## config.mk

```make
export PLATFORM = sky130hd
export DESIGN_NAME = i2c_cam_responder
export DESIGN_NICKNAME = d
export VERILOG_FILES = /design/src/rtl/i2c_cam_responder.sv
export SDC_FILE = /design/constraint.sdc
export NUM_CORES = 1
export LEC_CHECK = 0
export CAP_MARGIN = 20
export CORE_UTILIZATION = 45
export CTS_CLUSTER_SIZE = 30
export DETAILED_ROUTE_END_ITERATION = 10
export GPL_TIMING_DRIVEN = 0
export PLACE_DENSITY = 0.69
export SETUP_SLACK_MARGIN = 0.15
export SYNTH_ARGS = -nofsm -noshare
export SYNTH_HDL_FRONTEND = slang
export SYNTH_SLANG_ARGS = --single-unit
export TNS_END_PERCENT = 100
```

## constraint.sdc

```tcl
create_clock -name clk -period 2.8 [get_ports clk]
set_clock_uncertainty 0.2 [all_clocks]
set_input_delay 0.7 -clock clk [delete_from_list [all_inputs] [get_ports clk]]
set_output_delay 0.7 -clock clk [all_outputs]
set_load 0.03 [all_outputs]
```

## src/rtl/i2c_cam_responder.sv

```systemverilog
`timescale 1ns/1ps
// i2c_cam_responder
//   I2C slave that exposes a 16-bit-addressed register space to a bus master,
//   in the style of a camera sensor control port. The master writes a two-byte
//   register pointer, then either writes data bytes or issues a repeated START
//   and reads bytes back. The pointer auto-increments after every data byte.
//   SCL is only ever observed and never driven, so the clock is not stretched.
//
// Ports
//   clk        system clock, at least 16x the SCL rate
//   reset      asynchronous active-low reset
//   scl_in     raw bus SCL level
//   sda_in     raw bus SDA level
//   sda_oe     1 pulls SDA low, 0 releases it (open-drain)
//   reg_addr   current register pointer
//   reg_wdata  write data, valid while reg_we is high
//   reg_we     one-clk write strobe
//   reg_re     one-clk read strobe; reg_rdata is captured in the same cycle
//   reg_rdata  read data for reg_addr
//   busy       high from an address-matched START until STOP
//
// State        | Meaning
// -------------+----------------------------------------------------------
// IDLE         | bus free or not addressed since reset/STOP
// ADDR         | shifting in the 7-bit address and the R/W bit
// ADDR_ACK     | driving ACK for a matched address
// PTRH         | shifting in the pointer high byte
// PTRH_ACK     | driving ACK for the pointer high byte
// PTRL         | shifting in the pointer low byte
// PTRL_ACK     | driving ACK for the pointer low byte
// WDATA        | shifting in a write data byte
// WDATA_ACK    | driving ACK for a write data byte
// RDATA        | shifting out a read data byte
// RDATA_MACK   | SDA released, sampling the master's ACK/NACK
// IGNORE       | not addressed or read ended; wait for START or STOP

module i2c_cam_responder #(
   parameter logic [6:0] SLAVE_ADDR = 7'd16
) (
   input  logic        clk,
   input  logic        reset,
   input  logic        scl_in,
   input  logic        sda_in,
   output logic        sda_oe,
   output logic [15:0] reg_addr,
   output logic [7:0]  reg_wdata,
   output logic        reg_we,
   output logic        reg_re,
   input  logic [7:0]  reg_rdata,
   output logic        busy
);

   typedef enum logic [3:0] {
      IDLE, ADDR, ADDR_ACK, PTRH, PTRH_ACK, PTRL, PTRL_ACK,
      WDATA, WDATA_ACK, RDATA, RDATA_MACK, IGNORE
   } state_t;

   state_t      state;
   logic [3:0]  bit_cnt;
   logic [7:0]  shreg;
   logic [7:0]  ptr_hi;
   logic        rw;
   logic        mack;
   logic        scl_s1, scl_s2, scl_d;
   logic        sda_s1, sda_s2, sda_d;
   logic        scl_rise, scl_fall, start_det, stop_det, byte_done, ack_done;

   assign scl_rise  = scl_s2 & ~scl_d;
   assign scl_fall  = ~scl_s2 & scl_d;
   assign start_det = scl_s2 & scl_d & sda_d & ~sda_s2;
   assign stop_det  = scl_s2 & scl_d & ~sda_d & sda_s2;
   // bit_cnt reaches 8 after the last data bit and 9 after the ACK clock
   assign byte_done = scl_fall && (bit_cnt == 4'd8);
   assign ack_done  = scl_fall && (bit_cnt == 4'd9);

   always_ff @(posedge clk or negedge reset) begin
      if (!reset) begin
         state     <= IDLE;
         bit_cnt   <= 4'd0;
         shreg     <= 8'h00;
         ptr_hi    <= 8'h00;
         rw        <= 1'b0;
         mack      <= 1'b1;
         scl_s1    <= 1'b1;
         scl_s2    <= 1'b1;
         scl_d     <= 1'b1;
         sda_s1    <= 1'b1;
         sda_s2    <= 1'b1;
         sda_d     <= 1'b1;
         sda_oe    <= 1'b0;
         reg_addr  <= 16'h0000;
         reg_wdata <= 8'h00;
         reg_we    <= 1'b0;
         reg_re    <= 1'b0;
         busy      <= 1'b0;
      end else begin
         scl_s1 <= scl_in;
         scl_s2 <= scl_s1;
         scl_d  <= scl_s2;
         sda_s1 <= sda_in;
         sda_s2 <= sda_s1;
         sda_d  <= sda_s2;
         reg_we <= 1'b0;
         reg_re <= 1'b0;

         if (reg_we)
            reg_addr <= reg_addr + 16'd1;
         // read data is captured in the strobe cycle; its MSB goes straight onto SDA
         if (reg_re) begin
            shreg  <= reg_rdata;
            sda_oe <= ~reg_rdata[7];
         end

         if (start_det) begin
            state   <= ADDR;
            bit_cnt <= 4'd0;
            sda_oe  <= 1'b0;
         end else if (stop_det) begin
            state   <= IDLE;
            bit_cnt <= 4'd0;
            sda_oe  <= 1'b0;
            busy    <= 1'b0;
         end else begin
            if (scl_rise && state != IDLE && state != IGNORE) begin
               shreg   <= {shreg[6:0], sda_s2};
               bit_cnt <= bit_cnt + 4'd1;
            end
            case (state)
               ADDR: if (byte_done) begin
                  if (shreg[7:1] == SLAVE_ADDR) begin
                     rw     <= shreg[0];
                     busy   <= 1'b1;
                     sda_oe <= 1'b1;
                     state  <= ADDR_ACK;
                  end else begin
                     busy  <= 1'b0;
                     state <= IGNORE;
                  end
               end
               ADDR_ACK: if (ack_done) begin
                  bit_cnt <= 4'd0;
                  if (rw) begin
                     // ACK stays low until the fetched MSB replaces it
                     reg_re <= 1'b1;
                     state  <= RDATA;
                  end else begin
                     sda_oe <= 1'b0;
                     state  <= PTRH;
                  end
               end
               PTRH: if (byte_done) begin
                  ptr_hi <= shreg;
                  sda_oe <= 1'b1;
                  state  <= PTRH_ACK;
               end
               PTRH_ACK: if (ack_done) begin
                  bit_cnt <= 4'd0;
                  sda_oe  <= 1'b0;
                  state   <= PTRL;
               end
               PTRL: if (byte_done) begin
                  reg_addr <= {ptr_hi, shreg};
                  sda_oe   <= 1'b1;
                  state    <= PTRL_ACK;
               end
               PTRL_ACK: if (ack_done) begin
                  bit_cnt <= 4'd0;
                  sda_oe  <= 1'b0;
                  state   <= WDATA;
               end
               WDATA: if (byte_done) begin
                  reg_we    <= 1'b1;
                  reg_wdata <= shreg;
                  sda_oe    <= 1'b1;
                  state     <= WDATA_ACK;
               end
               WDATA_ACK: if (ack_done) begin
                  bit_cnt <= 4'd0;
                  sda_oe  <= 1'b0;
                  state   <= WDATA;
               end
               RDATA: if (scl_fall) begin
                  if (bit_cnt == 4'd8) begin
                     sda_oe <= 1'b0;
                     state  <= RDATA_MACK;
                  end else begin
                     sda_oe <= ~shreg[7];
                  end
               end
               RDATA_MACK: begin
                  // pointer advances on the ACK clock so the next fetch sees it
                  if (scl_rise) begin
                     mack     <= sda_s2;
                     reg_addr <= reg_addr + 16'd1;
                  end
                  if (ack_done) begin
                     bit_cnt <= 4'd0;
                     if (!mack) begin
                        reg_re <= 1'b1;
                        state  <= RDATA;
                     end else begin
                        state <= IGNORE;
                     end
                  end
               end
               default: ;
            endcase
         end
      end
   end

endmodule

```

==> flow_summary.toml, run 1 <==
[clocking]
clockBufferDepth = 2
cts-root-buf = "clkbuf_8"
path_clk_slew_ns = 0.08
numCtsBuffers = 9
cts_tree = "done"
hold_buffers = 0
clkLatencyLatePin_ns = 0.34
cts_resized = 0
clock-sinks = 60
ctsHtreeMaxLevel = 3
cts_setup_buffers = 0

[die]
die-area_um2 = 7720
io_pins = 40
core_um2 = 6940
rows = 30
die_h_um = 87.8
initial_core_util_pct = 47.7
fp.dieW_um = 87.8

[setup_path]
worstPathBufferInverterCount = 1
r2r_slack_ns = 0.58
critPathArrivalTime_ns = 1.53
path_class = "flop to output pin"
crit_chain = "clkdlybuf4s50_1"
cp_max_fo = 7
cp_slowest_cell = "clkdlybuf4s50_1"
end_kind = "output pin"
crit_family = "buffers and inverters"
max_stage_delay_ns = 0.72
startpoint_type = "flop"
crit_required_ns = 1.90

[routing]
drt_pre_antenna_iters = 4
via_per_inst = 5.74
drc_errors = 0
totalWireLength_um = 7960
via_count = 2759
wire_per_inst_um = 16.5
ant_nets = 0
drt_iter0_markers = 165

[yosys]
synth_cells = 329
ys_types = 59
yosysWarnings = 0
async_flop_share_pct = 100
avgSynthCellArea_um2 = 10.1
yosys_register_bits = 60
ys_seq_area_share_pct = 45.5
syn_area_um2 = 3320
synth_ff_type = "dfrtp_1"
synth_edf_count = 0
synth_nets = 345

[final_layout]
fin_cells = 481
multiInputGateArea_um2 = 1720
nets = 396
layout_commonest_cell = "dfrtp_1"
n_antenna_cell = 0
syn_to_final_growth_pct = 20.9
final_cell_mix = "53 x dfrtp_1, 39 x nand2_1, 38 x clkdlybuf4s50_1"
final_core_util_pct = 57.7
fillers = 624
layout-drive-gt1-share_pct = 16.6
seqCellArea_um2 = 1510

[grt]
grt_pass1_vias = 2623
antenna_found_initial = 0
grt_max_degree = 40
grt_pass1_wl_um = 13200
grt_overflow = 0
grt_usage_pct = 22.7

[sta]
max_slew_margin_pct = 63.8
finalCritPeriodShare_pct = 86.9
worst_hold_slack_ns = 0.126
setup_tns_ns = 0
finalHoldViolCount = 0
period_needed_ns = 2.43
max_freq_mhz = 411
setup_viol = 0
slew_viol_final = 0
worst_pin_slew_ns = 0.537
rsz0062_at_grt = "false"

[pwr]
p_total_w = 0.00206
p_seq_share_pct = 53.3
power_density_nw_per_um2 = 513
swShare_pct = 32.1
internal_power_w = 0.00140
cellLeakagePower_nw = 1.67
p_clk_share_pct = 33.5
power.switching_w = 0.000661
irDropWorstVdd_uv = 369
p_comb_share_pct = 13.2

[place]
dp_hpwl_um = 5770
port_buffers = 39
dpl.cell_count = 465
routabilityCongestion = 0.884

[min_path]
hold_class = "input port to async pin"

[job]
drv_cap = 0

[run_status]
status = "completed"
sequential cells by signal, indices dropped and copies added, names as in the netlist, 4 cells and up:
register,count
bit_cnt,4
reg_wdata,8
shreg,8
state,4
ptr_hi,8
reg_addr,16
per-layer routing:
metal / vias to the layer above / global-route usage (%) / wire length (um)
li1: 1301 / - / -
met1: 1358 / 31.2 / 3640
met2: 83 / 34.3 / 3750
met3: 17 / 4.62 / 408
met4: 0 / 10.9 / 158
met5: - / 0 / 0
power groups by stage:
stage / Sequential (W) / Combinational, W / Clock (W)
after detailed placement: 0.00111 / 0.000273 / 0
final: 0.00110 / 0.000272 / 0.000689
after floorplan: 0.00105 / 0.000176 / 0
after global routing: 0.00112 / 0.000305 / 0.000746
after global placement: 0.00111 / 0.000257 / 0
after CTS: 0.00110 / 0.000276 / 0.000700
cells in the mapped netlist, types with 2 or more instances:
library cell | count | area [um2]
or3_1 | 2 | 12.5
nand3_1 | 17 | 85.1
nand3b_1 | 2 | 15.0
a21o_1 | 3 | 22.5
xnor2_1 | 11 | 96.3
nand4_1 | 6 | 37.5
nand2_1 | 39 | 146
nand4b_1 | 3 | 26.3
o32ai_1 | 2 | 17.5
a211oi_1 | 2 | 15.0
a22oi_1 | 3 | 22.5
nand2b_1 | 8 | 50.1
o221ai_1 | 3 | 26.3
inv_1 | 8 | 30.0
ha_1 | 4 | 50.1
clkbuf_1 | 4 | 15.0
xor2_1 | 11 | 96.3
a41oi_1 | 2 | 17.5
o211ai_1 | 2 | 15.0
a21oi_1 | 14 | 70.1
buf_2 | 7 | 35.0
mux2i_1 | 11 | 110
nor2b_1 | 3 | 18.8
and4bb_2 | 2 | 25.0
nor3_2 | 2 | 20.0
and3_1 | 4 | 25.0
nor2_1 | 16 | 60.1
nor3_1 | 6 | 30.0
mux2_2 | 20 | 225
dfstp_2 | 7 | 184
o22ai_1 | 3 | 18.8
o21ai_0 | 22 | 110
o2111ai_1 | 2 | 17.5
dfrtp_1 | 53 | 1330
final timing paths:
check,startpoint,to,depth (start not counted)
min,reset,reg_addr[14],1
min in group clk,sda_s1,sda_s2,0
max reg2reg,bit_cnt[0],reg_wdata[2],6
min reg2reg,sda_s1,sda_s2,0
max in group asynchronous,reset,sda_s1,2
max,reg_addr[2],reg_addr[2],1
kinds of logic (layout without fill, tap and decap cells):
| family | after synthesis | after routing | share of synthesized area [%] |
|---|---|---|---|
| multiplexers | 31 | 31 | 10.1 |
| AND/OR/NAND/NOR | 122 | 122 | 20.4 |
| buffers and inverters | 20 | 76 | 2.53 |
| flip-flops | 60 | 60 | 45.5 |
| AO/OA/AOI/OAI | 70 | 70 | 14.1 |
| XOR/XNOR | 22 | 22 | 5.81 |
| adder cells (fa/ha/maj) | 4 | 4 | 1.51 |
stage by stage:
step           area (um2)  setup slack (ns)
6_report             4010             0.366
3_3_place_gp         3830             -1.08
4_1_cts              4010             0.356
2_1_floorplan        3320             0.850
3_5_place_dp         3840             0.544
5_1_grt              4010             0.305
area by class of cell:
type | count | share of cell area (%)
plain buffers | 12 | 1.34
flip-flops and latches | 60 | 37.7
clock inverters | 5 | 0.936
clock buffers | 11 | 3.28
repair buffers | 40 | 10.1
multi-input cells | 249 | 42.9
well taps | 96 | 3.00
inverters | 8 | 0.749
No activity file was read; power rests on OpenSTA's default activity.
==> run 2, diff against run 1 <==
--- a/config.mk
+++ b/config.mk
@@ -5,6 +5,7 @@
 export SDC_FILE = /design/constraint.sdc
 export NUM_CORES = 1
 export LEC_CHECK = 0
+export ABC_AREA = 0
 export CAP_MARGIN = 20
 export CORE_UTILIZATION = 45
 export CTS_CLUSTER_SIZE = 30
==> results of run 2 <==
The final DEF is identical to that of run 1; final timing and power are the same.
==> run 3, diff against run 2 <==
--- a/config.mk
+++ b/config.mk
@@ -6,7 +6,9 @@
 export NUM_CORES = 1
 export LEC_CHECK = 0
 export ABC_AREA = 0
+export ABC_CLOCK_PERIOD_IN_PS = 2800
 export CAP_MARGIN = 20
+export CORE_MARGIN = 5
 export CORE_UTILIZATION = 45
 export CTS_CLUSTER_SIZE = 30
 export DETAILED_ROUTE_END_ITERATION = 10
==> run 3 against run 2 <==
Compared with the run above:
- global-route usage is 3.0 points lower
- critical path type unchanged
- count of clock-buffer cells in the layout is 2 higher
- sequential share of layout area shrank 0.36 points
- combinational power about the same
==> flow_summary.toml, run 3 (same netlist as run 1, synthesis figures left out) <==
[setup_path]
worstPathBufferInverterCount = 1
crit_family = "buffers and inverters"
max_stage_delay_ns = 0.73
reg2reg_depth = 6
startpoint_type = "flop"
end_kind = "output pin"
path_class = "flop to output pin"
cp.depth = 1
cp_slowest_cell = "clkdlybuf4s50_1"
crit_required_ns = 1.90
cp_max_fo = 7
critPathArrivalTime_ns = 1.56
crit_chain = "clkdlybuf4s50_1"

[grt]
grt_pass1_wl_um = 14000
grt_max_degree = 32
antenna_found_initial = 0
grt_usage_pct = 19.7
grt_overflow = 0
grt_pass1_vias = 2735

[clocking]
cts_tree = "done"
cts_setup_buffers = 0
cts-root-buf = "clkbuf_8"
path_clk_slew_ns = 0.07
clockBufferDepth = 2
clkLatencyLatePin_ns = 0.34
clock-sinks = 60
hold_buffers = 0
numCtsBuffers = 9
ctsHtreeMaxLevel = 3
cts_resized = 0

[routing]
wire_per_inst_um = 17.2
drc_errors = 0
via_count = 2774
drt_pre_antenna_iters = 4
ant_nets = 0
via_per_inst = 5.73
totalWireLength_um = 8330
drt_iter0_markers = 165

[pwr]
p_clk_share_pct = 37.2
cellLeakagePower_nw = 1.69
swShare_pct = 29.6
power.switching_w = 0.000645
p_seq_share_pct = 50.3
power_density_nw_per_um2 = 538
p_comb_share_pct = 12.4
irDropWorstVdd_uv = 366
internal_power_w = 0.00153

[sta]
rsz0062_at_grt = "false"
max_slew_margin_pct = 51.0
slew_viol_final = 0
setup_viol = 0
worst_hold_slack_ns = 0.157
worst_pin_slew_ns = 0.734
finalHoldViolCount = 0
period_needed_ns = 2.46
finalCritPeriodShare_pct = 87.8
max_freq_mhz = 407

[job]
drv_cap = 0

[final_layout]
layout-drive-gt1-share_pct = 16.6
max_flop_register = "reg_addr"
nets = 396
final_cell_mix = "53 x dfrtp_1, 39 x nand2_1, 38 x clkdlybuf4s50_1"
n_antenna_cell = 0
layout_commonest_cell = "dfrtp_1"
largest_reg_flops = 16
syn_to_final_growth_pct = 22.1
final_core_util_pct = 56.1
fin_cells = 484

[die]
rows = 31
initial_core_util_pct = 46.0
core_um2 = 7210
fp.dieW_um = 95.8
die-area_um2 = 9190
io_pins = 40
die_h_um = 95.8

[place]
dpl.cell_count = 468
routabilityCongestion = 0.921
port_buffers = 39
dp_hpwl_um = 6050

[run_status]
status = "completed"

[min_path]
min_path_cells = 0
hold_class = "flop to flop"
## run 3: stage by stage
step / setup slack, ns / power [W] / TNS (ns) / cell area, um2
5_1_grt: 0.291 / 0.00230 / 0 / 4050
4_1_cts: 0.332 / 0.00219 / 0 / 4050
6_report: 0.341 / 0.00218 / 0 / 4050
3_5_place_dp: 0.445 / 0.00138 / 0 / 3840
2_1_floorplan: 0.850 / 0.00123 / 0 / 3320
3_3_place_gp: -1.10 / 0.00136 / -61.19 / 3830
## run 3: power groups by stage
| stage | Combinational, W | Sequential (W) | Clock [W] |
|---|---|---|---|
| after floorplan | 0.000176 | 0.00105 | 0 |
| after global placement | 0.000256 | 0.00111 | 0 |
| after detailed placement | 0.000272 | 0.00111 | 0 |
| after CTS | 0.000274 | 0.00109 | 0.000822 |
| after global routing | 0.000308 | 0.00111 | 0.000877 |
| final | 0.000271 | 0.00110 | 0.000812 |
## run 3: final cells by class
cell class,count,area [um2]
repair buffers,40,405
flip-flops and latches,60,1510
multi-input cells,249,1720
fillers,657,3170
inverters,8,30.0
well taps,99,124
plain buffers,12,53.8
clock inverters,3,45.0
clock buffers,13,159
## run 3: path summary, 6_finish.rpt
path / end / from / slack [ns]
setup / recovery: reg_addr[3] / reg_addr[3] / 0.34
setup reg to reg: reg_wdata[4] / bit_cnt[0] / 0.51
max in group asynchronous: scl_d / reset / 1.50
hold reg to reg: scl_s2 / scl_s1 / 0.16
hold / removal: scl_s2 / scl_s1 / 0.16
min in group asynchronous: reg_wdata[2] / reset / 0.22
## run 3: metal layers
metal  GRT usage [%]  share of wire [%]
met4            5.92                1.4
met2            30.8                 48
met3            4.77                6.1
met1            27.0                 45
met5               0                  0
